===== src/rtl/laser_blob_tracker.sv =====
// Laser-spot tracker: classifies pixels by colour dominance and keeps the longest qualifying
// horizontal run per frame. Define LASER_BLOB_DEBUG_EN to add the debug/hit_count outputs.
`ifndef PIXEL_SIZE
`define PIXEL_SIZE 24
`endif

module laser_blob_tracker #(
  parameter int COORD_W = 16,
  parameter int CNT_W   = 16,
  parameter int MIN_RUN = 5
) (
  input  logic                   clk,
  input  logic                   reset_n,
  input  logic                   en,
  input  logic                   sof,
  input  logic                   eol,
  input  logic [1:0]             channel_sel,
  input  logic [7:0]             threshold,
  input  logic [COORD_W-1:0]     pixel_col,
  input  logic [COORD_W-1:0]     pixel_row,
  input  logic [`PIXEL_SIZE-1:0] data,
  output logic [2*COORD_W-1:0]   laser_xy,
  output logic                   laser_valid,
  output logic                   frame_pulse,
  output logic [CNT_W-1:0]       run_len
`ifdef LASER_BLOB_DEBUG_EN
  ,
  output logic [`PIXEL_SIZE-1:0] debug,
  output logic [31:0]            hit_count
`endif
);

  localparam logic [CNT_W-1:0] MIN_L   = CNT_W'(MIN_RUN);
  localparam logic [CNT_W-1:0] ONE     = CNT_W'(1);
  localparam logic [CNT_W-1:0] CNT_MAX = '1;

  typedef enum logic [1:0] {IDLE, SHORT, LONG} state_t;

  // ---------------- classification ----------------
  logic [7:0] r_ch, g_ch, b_ch, tgt, oth, dom;
  logic       hit;

  assign g_ch = data[7:0];
  assign b_ch = data[15:8];
  assign r_ch = data[23:16];

  always_comb begin
    tgt = r_ch;
    oth = (g_ch > b_ch) ? g_ch : b_ch;
    case (channel_sel)
      2'd1: begin
        tgt = g_ch;
        oth = (r_ch > b_ch) ? r_ch : b_ch;
      end
      2'd2: begin
        tgt = b_ch;
        oth = (r_ch > g_ch) ? r_ch : g_ch;
      end
      default: begin
      end
    endcase
    dom = (tgt > oth) ? tgt - oth : 8'd0;
  end

  assign hit = dom > threshold;

  // ---------------- run tracking state ----------------
  state_t               state_q;
  logic [CNT_W-1:0]     cnt_q, best_len_q;
  logic [COORD_W-1:0]   start_col_q, run_row_q, best_x_q, best_y_q;
  logic                 found_q;
  logic [2*COORD_W-1:0] laser_xy_q;
  logic                 laser_valid_q, frame_pulse_q;
  logic [CNT_W-1:0]     run_len_q;

  // sof discards any open run and the frame best before this pixel is looked at
  logic               eol_eff, in_run, run_end, better;
  logic [CNT_W-1:0]   best_base, len_d, end_len;
  logic [COORD_W-1:0] start_d, row_d, ctr_x;

  always_comb begin
    eol_eff   = eol && !sof;
    in_run    = (state_q != IDLE) && !sof;
    best_base = sof ? '0 : best_len_q;
    len_d     = in_run ? ((cnt_q == CNT_MAX) ? cnt_q : cnt_q + ONE) : ONE;
    start_d   = in_run ? start_col_q : pixel_col;
    row_d     = in_run ? run_row_q : pixel_row;
    end_len   = hit ? len_d : cnt_q;
    run_end   = in_run ? (!hit || eol_eff) : (hit && eol_eff);
    better    = run_end && (end_len >= MIN_L) && (end_len > best_base);
    ctr_x     = start_d + COORD_W'((end_len - ONE) >> 1);
  end

  always_ff @(posedge clk) begin
    if (!reset_n) begin
      state_q       <= IDLE;
      cnt_q         <= '0;
      start_col_q   <= '0;
      run_row_q     <= '0;
      best_len_q    <= '0;
      best_x_q      <= '0;
      best_y_q      <= '0;
      found_q       <= 1'b0;
      laser_xy_q    <= '0;
      laser_valid_q <= 1'b0;
      frame_pulse_q <= 1'b0;
      run_len_q     <= '0;
    end else begin
      frame_pulse_q <= 1'b0;
      if (en) begin
        if (sof) begin
          frame_pulse_q <= 1'b1;
          laser_valid_q <= found_q;
          run_len_q     <= found_q ? best_len_q : '0;
          if (found_q) laser_xy_q <= {best_x_q, best_y_q};
          best_len_q    <= '0;
          found_q       <= 1'b0;
        end
        if (better) begin
          best_len_q <= end_len;
          best_x_q   <= ctr_x;
          best_y_q   <= row_d;
          found_q    <= 1'b1;
        end
        if (run_end) begin
          state_q <= IDLE;
          cnt_q   <= '0;
        end else if (hit) begin
          cnt_q       <= len_d;
          start_col_q <= start_d;
          run_row_q   <= row_d;
          state_q     <= (len_d >= MIN_L) ? LONG : SHORT;
        end else if (sof) begin
          state_q <= IDLE;
          cnt_q   <= '0;
        end
      end
    end
  end

  assign laser_xy    = laser_xy_q;
  assign laser_valid = laser_valid_q;
  assign frame_pulse = frame_pulse_q;
  assign run_len     = run_len_q;

`ifdef LASER_BLOB_DEBUG_EN
  logic [31:0] hit_acc_q, hit_count_q;

  assign debug     = hit ? {dom, {(`PIXEL_SIZE-8){1'b0}}} : '0;
  assign hit_count = hit_count_q;

  always_ff @(posedge clk) begin
    if (!reset_n) begin
      hit_acc_q   <= '0;
      hit_count_q <= '0;
    end else if (en) begin
      if (sof) begin
        hit_count_q <= hit_acc_q;
        hit_acc_q   <= {31'd0, hit};
      end else if (hit) begin
        hit_acc_q <= hit_acc_q + 32'd1;
      end
    end
  end
`endif

endmodule

===== config.mk =====
export PLATFORM = sky130hd
export DESIGN_NAME = laser_blob_tracker
export DESIGN_NICKNAME = d
export VERILOG_FILES = /design/src/rtl/laser_blob_tracker.sv
export SDC_FILE = /design/constraint.sdc
export NUM_CORES = 1
export LEC_CHECK = 0
export CAP_MARGIN = 10
export CORE_UTILIZATION = 47
export CTS_BUF_LIST = sky130_fd_sc_hd__clkbuf_8 sky130_fd_sc_hd__clkbuf_16
export DETAILED_ROUTE_END_ITERATION = 10
export PLACE_DENSITY = 0.72
export SETUP_SLACK_MARGIN = 0.15
export SYNTH_ARGS = -nofsm -noshare
export SYNTH_HDL_FRONTEND = slang
export SYNTH_SLANG_ARGS = --single-unit

===== constraint.sdc =====
create_clock -name clk -period 11.7 [get_ports clk]
set_input_delay 2.925 -clock clk [delete_from_list [all_inputs] [get_ports clk]]
set_output_delay 2.925 -clock clk [all_outputs]
set_load 0.1 [all_outputs]

After elaboration in Yosys (flattened, before gate mapping)
Index checks and enable logic that the tools add are counted.

Bits in registers: 149. Input port bits: 71. Output and inout port bits: 50. Logic and storage cells: 71.

Add/sub/neg operators: 4. Multiplexer cells: 25. Eq/ne operators: 3. $lt $le $gt $ge: 8. Reduce and logical (&&, ||, !) cells: 18. Bitwise operators: 1.

Operators by type and width (number): 2-to-1 mux 16 bit (11); greater-than comparator 8 bit (5); >= comparator 16 x 3 -> 1 bit, second input constant (2); 2-to-1 mux 8 bit (4); one-hot mux 8 bit (2 select lines) (2); adder 16 x 1 -> 16 bit, second input constant (1); adder 16 x 15 -> 16 bit (1); equality test 16 bit, second input constant (1); greater-than comparator 16 bit (1); subtractor 16 x 1 -> 16 bit, second input constant (1); AND reduction 2 bit (5); 2-to-1 mux 2 bit (4); subtractor 8 bit (1); AND reduction 3 bit (2); logical AND 1 bit (5); 2-to-1 mux 1 bit (4); nonzero test 2 bit (2); nonzero test 3 bit (1); equality test 2 x 1 -> 1 bit, second input constant (1); equality test 2 bit, second input constant (1); logical NOT 1 bit (2); logical OR 1 bit (1); inverter 1 bit (1).

Longest topological paths before layout
Gate-level depths: netlist of the first run.

Word-level depth: 13. Gate-level depth with buffers: 44. Gate-level depth less buffers: 43.

Least setup slack after synthesis of the first run
Ideal clock, no wire load.

Path type: in2reg. Start: input port data[9]. End: register best_x_q[14]. Arrival time: 11.110 ns. Path slack: 0.519 ns. Required time: 11.630 ns. Setup time: 0.070 ns. Buffers on the path: 1. Stages: 41. Path through: inv_1 ha_1 nor2b_1 o21a_1 o21a_1 o21ai_0 a21oi_1 o31ai_1 mux2_2 a221oi_1 a21oi_1 ha_1 fa_1 nor2b_1 o21ai_0 a21boi_0 o21ai_0 nand2b_1 [... 5 more ...] and3_1 nand4_1 clkbuf_1 o221ai_1 a22o_1 or4_4 or2_2 nor3_1 xor2_1 ha_1 a21o_1 a31oi_1 o21ai_0 a21o_1 a21oi_1 xnor2_1 nand3_1 a21oi_1.

Longest elaborated chain between the ends: 12. Elaborated cells on any way between the ends: 22. Those cells by class: add/sub (3); order compare (6); mux (7); reduce/logical (6).

RTL lines: start: declaration (line 21) `` input logic [`PIXEL_SIZE-1:0] data, ``; greater-than comparator 8 bit, on equally long branches (line 49, 53); 2-to-1 mux 8 bit, on equally long branches (line 49, 53); one-hot mux 8 bit (2 select lines) (line 50) `case (channel_sel)`; subtractor 8 bit / greater-than comparator 8 bit (equally long branches) (line 62) `dom = (tgt > oth) ? tgt - oth : 8'd0;`; 2-to-1 mux 8 bit (*) (line 62); greater-than comparator 8 bit (*) (line 65) `assign hit = dom > threshold;`; branches (longest 6 deep; another with subtractor 16 x 1 -> 16 bit); end signal: assignment (line 121) `best_x_q <= ctr_x;`; end: declaration (line 70) `logic [COORD_W-1:0] start_col_q, run_row_q, best_x_q, best_y_q;`.

Every way passes the cells marked *. A chain may end at the register's enable or synchronous reset.

Worst setup path after layout of the first run
Ends and elaborated chain as after synthesis.

==> results by group, run 1 <==
Status
  • Status: finished clean

Power and ir drop
  • PwrDens: 136 nW/µm²
  • VDD IR-drop max: between 0.1 and 0.15 mV
  • Total power: 1660 µW
  • Lkg Pwr: 0.00466 µW

Floorplan
  • Chip width: 147 µm
  • Num rows: 52
  • Starting density of the core: roughly half
  • Die height: around 150 µm
  • Core area: approximately 20000 µm²
  • Die area: 21700 µm²
  • # IOs: between 100 and 150

Timing
  • Hold Worst Slack: around 0.45 ns
  • Final Setup Violations: 0
  • Least-Margin Pin Slew: 1.11 ns
  • Max Slew Vio Count: 0
  • Unrepaired setup endpoints after global routing: yes
  • Final-report hold violation count: 0
  • Maximum clock rate: 0.0899 GHz
  • Crit share post-route: ~95%
  • Worst Skew: 0.0103 ns
  • Slew Limit Headroom: 26.1%
  • Fin crit period: 11.13 ns

Finish
  • Ant diodes: 0
  • Layout cell share with drive strength beyond 1: 9.93%
  • Register area: between 2000 and 3000 µm²
  • Multi-input logic area: 6450 µm²
  • Commonest non-fill, non-tap cell in the layout: nand2_1
  • P&R area growth vs syn: 22.8%
  • Layout Nets: 1556
  • Commonest non-fill, non-tap cells in the layout: nand2_1 (251), a21oi_1 (152), dfxtp_1 (149)
  • Filler cells: between 1500 and 2000

Critical path
  • CP Class: in -> reg
  • R2R setup slack: between 6 and 7 ns
  • Most used cell, CP: a21oi_1
  • Critical Path Slowest Stage Cell: clkdlybuf4s50_1
  • Reg2reg end: best_x_q[14]
  • Critical Path Start: data[9]
  • CP peak stage delay: between 0.4 and 0.5 ns
  • Reg2reg start: cnt_q[0]
  • Worst path arrival time: 11.48 ns
  • Critical path launch point type: primary input
  • CP bufs+invs: 4
  • R2r worst-path depth: 20
  • CP required: 12.05 ns
  • Cell family with most CP delay: compound AO/OA/AOI/OAI gates
  • Critical path endpoint category: flip-flop
  • Worst-path maximum fanout: 9

Clock tree
  • CTS H-Tree Depth: 4
  • CTS buffer count: 17
  • Clock Sinks: ~150
  • Clk buf depth: 2
  • Worst-Skew Late Latency: ~0.43 ns
  • Clock root buffer: clkbuf_16
  • TritonCTS clock tree: done
  • Clock-pin slew on the worst setup and hold paths: ~0.07 ns

Min path
  • Hold WC Path Type: reg -> reg
  • Hold Crit Start: best_x_q[5]
  • Hold Path End: laser_xy[21]
  • Worst hold path depth: 2

Synthesis
  • Synthesized area: 9910 µm²
  • Yosys top cell area share: 30.1%
  • Post-synthesis async set-or-reset flop share: 0%
  • Cell count after synthesis: between 1000 and 1500
  • Net Count, Synth: 1462
  • Yosys Warn Count: 0
  • Largest area contributor in the netlist: dfxtp_1
  • Sequential element share of the synthesized area: between 30% and 40%
  • Predominant post-synthesis flop cell: dfxtp_1
  • Synth top area cells: dfxtp_1 (30%), ha_1 (9.6%), nand2_1 (9.5%)
  • EDFF count, synth: 0
  • Synth Register Bits: 149
  • Netlist cell types: 79
  • Mean Syn Cell Area: approximately 7.6 µm²

Drt
  • Vias per cell: 5.81
  • Routed Antenna Nets: 0
  • DR iter-0 viols: 805
  • WL final: 28.0 mm
  • Routed vias: just under 10000
  • Drt drc: 0
  • DRT Pass-1 Iters: 6
  • Wire per inst: roughly 17 µm

Global route
  • First-pass GRT wire length: 46.0 mm
  • Initial antenna violation count: 0
  • Tot GR Track Use: 26.1%
  • Largest net degree at the start of global routing: 95
  • Vias in the first global route: 9180
  • Total grt overflow: 0

Run
  • Max_cap viols: 0

Place
  • PortBufs: 120
  • DP HPWL: 20.0 mm
  • Placer Congestion: about 0.96
## stage by stage
step / setup TNS (ns) / cell area (µm²) / setup slack, ns / std cells / utilization, %
floorplan: 0 / 9910 / 0.519 / 1313 / -
detailed placement: -0.138 / 11400 / -0.113 / 1653 / 56.0
global route: 0 / 12200 / 0.107 / 1690 / 59.6
finish: 0 / 12200 / 0.571 / 1690 / 59.6
CTS: 0 / 12000 / 0.329 / 1685 / 59.0
global placement: 0 / 11400 / 0.160 / 1653 / 56.0
## layout make-up
cell class | instances | area share (%)
clock inverter | 15 | 1.53
inverter | 48 | 1.50
sequential | 149 | 24.5
clock buffer | 17 | 3.49
timing repair buffer | 171 | 13.2
multi-input combinational | 1020 | 53.0
tap | 270 | 2.77
## power by group
part	switching (µW)	total [µW]	internal (µW)
Combinational	310	564	254
Clock	249	574	325
Sequential	4.47	519	515
Total	564	1660	1090
## registers in the layout (all words and copies together), names as in the netlist
register     cells
start_col_q     16
laser_valid      1
cnt_q           16
laser_xy        32
frame_pulse      1
best_y_q        16
run_row_q       16
found_q          1
state_q          2
run_len         16
best_len_q      16
best_x_q        16
## repair_timing
| item | 4_1_cts | 5_1_grt |
|---|---|---|
| resized for setup | 0 | 19 |
| buffers inserted | 0 | 5 |
| endpoints found under the setup margin | 0 | 44 |
| hold buffers | 0 | 0 |
## worst max-delay path by stage
stage,cells past startpoint,endpoint
final,44,best_x_q[14]
after CTS,44,best_x_q[14]
after global routing,44,best_x_q[14]
after floorplan,41,best_x_q[14]
after detailed placement,44,best_x_q[14]
after global placement,44,best_x_q[14]
## cell usage after synthesis, types with 16 or more instances
| cell | number |
|---|---|
| ha_1 | 76 |
| inv_1 | 47 |
| nor2_1 | 54 |
| nor2b_1 | 16 |
| a21o_1 | 23 |
| nand3_1 | 65 |
| nor3_1 | 21 |
| nand2_1 | 251 |
| a311oi_1 | 18 |
| o21ai_0 | 75 |
| dfxtp_1 | 149 |
| a21oi_1 | 154 |
| nand2b_1 | 21 |
| a22oi_1 | 17 |
| clkbuf_1 | 68 |
| xnor2_1 | 21 |
| mux2i_1 | 19 |
## metal layers
layer  wire [µm]  track usage [%]  up-vias
met1       12600             34.3     4614
met4         432             7.01        0
met5           0                0        -
met3        1630             4.16       31
met2       13400             44.0      311
li1            -                -     4859
## logic make-up (layout without fill, tap and decap cells)
logic type,after synthesis,count (layout),synth area share (%)
simple gates,489,489,23.1
compound gates,383,383,24.0
flops,149,149,30.1
buf+inv,144,251,6.02
fa+ha+maj,78,78,9.99
xor+xnor,36,36,3.18
mux,34,34,3.62
## tightest hold or removal path, stage by stage, from the launching register on
cell and delay [ns]:
dfxtp_1 0.31, nand2_1 0.05, a21oi_1 0.05
No activity file was read; power rests on OpenSTA's default activity.
==> run 2, diff against run 1 <==
ABC_CLOCK_PERIOD_IN_PS = 11700   (was not set)
CORE_MARGIN = 3   (was not set)
==> results by group, run 2 (synthesized netlist as in run 1, its figures left out) <==
Status
  • Status: finished clean

Run
  • Max_cap viols: 0

Timing
  • Maximum clock rate: 0.0903 GHz
  • Least-Margin Pin Slew: 1.13 ns
  • Crit share post-route: 94.7%
  • Slew Limit Headroom: 24.4%
  • Final Setup Violations: 0
  • Final-report hold violation count: 0
  • Fin crit period: 11.08 ns
  • Unrepaired setup endpoints after global routing: no
  • Max Slew Vio Count: 0
  • Worst Skew: roughly 0.011 ns

Finish
  • Layout Nets: around 1600
  • Max reg flops: 32
  • Commonest non-fill, non-tap cell in the layout: nand2_1
  • Post-layout util: 59.1%
  • Layout cell share with drive strength beyond 1: 9.74%
  • Final cell count without fillers: 1687
  • Filler cells: 1953
  • P&R area growth vs syn: 22.1%
  • Commonest non-fill, non-tap cells in the layout: nand2_1 (250), a21oi_1 (153), dfxtp_1 (149)
  • Ant diodes: 0

Power and ir drop
  • Clk pwr share: between 30% and 40%
  • Sw power: ~560 µW
  • PwrDens: between 100 and 150 nW/µm²
  • Net Sw Frac: a little over a third
  • VDD IR-drop max: 0.0980 mV
  • Internal: 1050 µW
  • Sequential power share: between 30% and 40%
  • Lkg Pwr: between 0.004 and 0.005 µW
  • Gate power share: 33.8%

Clock tree
  • Clock root buffer: clkbuf_16
  • TritonCTS clock tree: done
  • Worst-Skew Late Latency: roughly 0.43 ns
  • Clock-pin slew on the worst setup and hold paths: around 0.07 ns
  • CTS buffer count: 17
  • CTS H-Tree Depth: 4
  • Clock Sinks: around 150
  • CTS Hold Bufs: 0
  • Clk buf depth: 2

Drt
  • Routed Antenna Nets: 0
  • Drt drc: 0
  • Routed vias: 9718
  • DR iter-0 viols: 736
  • WL final: 28.6 mm
  • Wire per inst: 17.0 µm
  • DRT Pass-1 Iters: 5
  • Vias per cell: roughly 5.8

Place
  • Placer Congestion: approximately 1.0
  • Cells after DPL: 1655
  • DP HPWL: roughly 21 mm
  • PortBufs: between 100 and 150

Critical path
  • Critical Path Slowest Stage Cell: clkdlybuf4s50_1
  • Critical path endpoint category: flip-flop
  • CP Class: in -> reg
  • Cell family with most CP delay: compound AO/OA/AOI/OAI gates
  • Critical path launch point type: primary input
  • R2R setup slack: around 6.5 ns
  • CP peak stage delay: 0.47 ns
  • CP bufs+invs: 4
  • CP required: 12.05 ns
  • Worst-path maximum fanout: 9
  • Most used cell, CP: a21oi_1
  • Worst path arrival time: 11.43 ns

Floorplan
  • Num rows: 52
  • # IOs: between 100 and 150
  • Chip width: 151 µm
  • Starting density of the core: around half
  • Die height: 151 µm
  • Core area: 20500 µm²
  • Die area: 22900 µm²

Global route
  • First-pass GRT wire length: 46.4 mm
  • Tot GR Track Use: 25.1%
  • Largest net degree at the start of global routing: 81
  • Vias in the first global route: about 9000
  • Total grt overflow: 0
  • Initial antenna violation count: 0

Min path
  • Hold WC Path Type: reg -> reg
## run 2: worst reg2reg max path: stages (launching register included)
cell      delay [ns]
dfxtp_1         0.50
ha_1            0.40
nand3_2         0.23
nor3_4          0.42
nand2_1         0.42
a32o_1          0.42
inv_1           0.10
ha_1            0.21
nand2b_1        0.12
nor3_1          0.26
xor2_1          0.28
ha_1            0.30
o211a_1         0.22
o21a_1          0.23
a31oi_2         0.21
o21ai_1         0.12
a21o_1          0.19
a21oi_1         0.16
xnor2_1         0.13
nand3_1         0.09
a21oi_1         0.15
## run 2: worst paths after layout
check / start / endpoint / cells past startpoint
worst max-delay path: data[9] / best_x_q[14] / 43
worst min-delay path: best_x_q[5] / laser_xy[21] / 2
worst max register to register: cnt_q[0] / best_x_q[14] / 20
worst min register to register: best_x_q[5] / laser_xy[21] / 2
## run 2: cell type report
class                           count  area [µm²]  share of cell area (%)
Multi-Input combinational cell   1020        6430                    53.2
Clock inverter                     15         181                    1.50
Sequential cell                   149        2980                    24.6
Inverter                           48         183                    1.51
Timing Repair Buffer              168        1560                    12.9
Tap cell                          270         338                    2.79
Clock buffer                       17         425                    3.51
## run 2: what timing repair did
action | in CTS | in global routing
gates resized for setup | 0 | 18
setup buffers | 0 | 0
setup endpoints to repair | 0 | 48
## run 2: metal layers
| layer | up-vias | GRT usage [%] | part of all wire, % |
|---|---|---|---|
| met5 | - | 0 | 0 |
| met4 | 0 | 5.94 | 1.3 |
| met2 | 333 | 40.7 | 47 |
| li1 | 4857 | - | - |
| met1 | 4496 | 34.9 | 45 |
| met3 | 32 | 4.01 | 6.4 |
## run 2: power groups by stage
stage          Sequential, µW  Clock [µW]  Combinational [µW]
6_report                  519         550                 546
5_1_grt                   520         580                 603
4_1_cts                   519         557                 527
3_5_place_dp              531           0                 524
3_3_place_gp              530           0                 517
2_1_floorplan             531           0                 367
## run 2: per-stage QoR
| stage | worst slack, ns | instance area, µm² | power, µW | TNS (ns) | hold WS, ns |
|---|---|---|---|---|---|
| after floorplan | 0.519 | 9910 | 897 | 0 | 0.428 |
| after global placement | 0.111 | 11400 | 1050 | 0 | 0.439 |
| after detailed placement | -0.0984 | 11400 | 1050 | -0.151 | 0.441 |
| after CTS | 0.318 | 12000 | 1600 | 0 | 0.447 |
| after global routing | 0.102 | 12100 | 1700 | 0 | 0.467 |
| final | 0.623 | 12100 | 1620 | 0 | 0.442 |
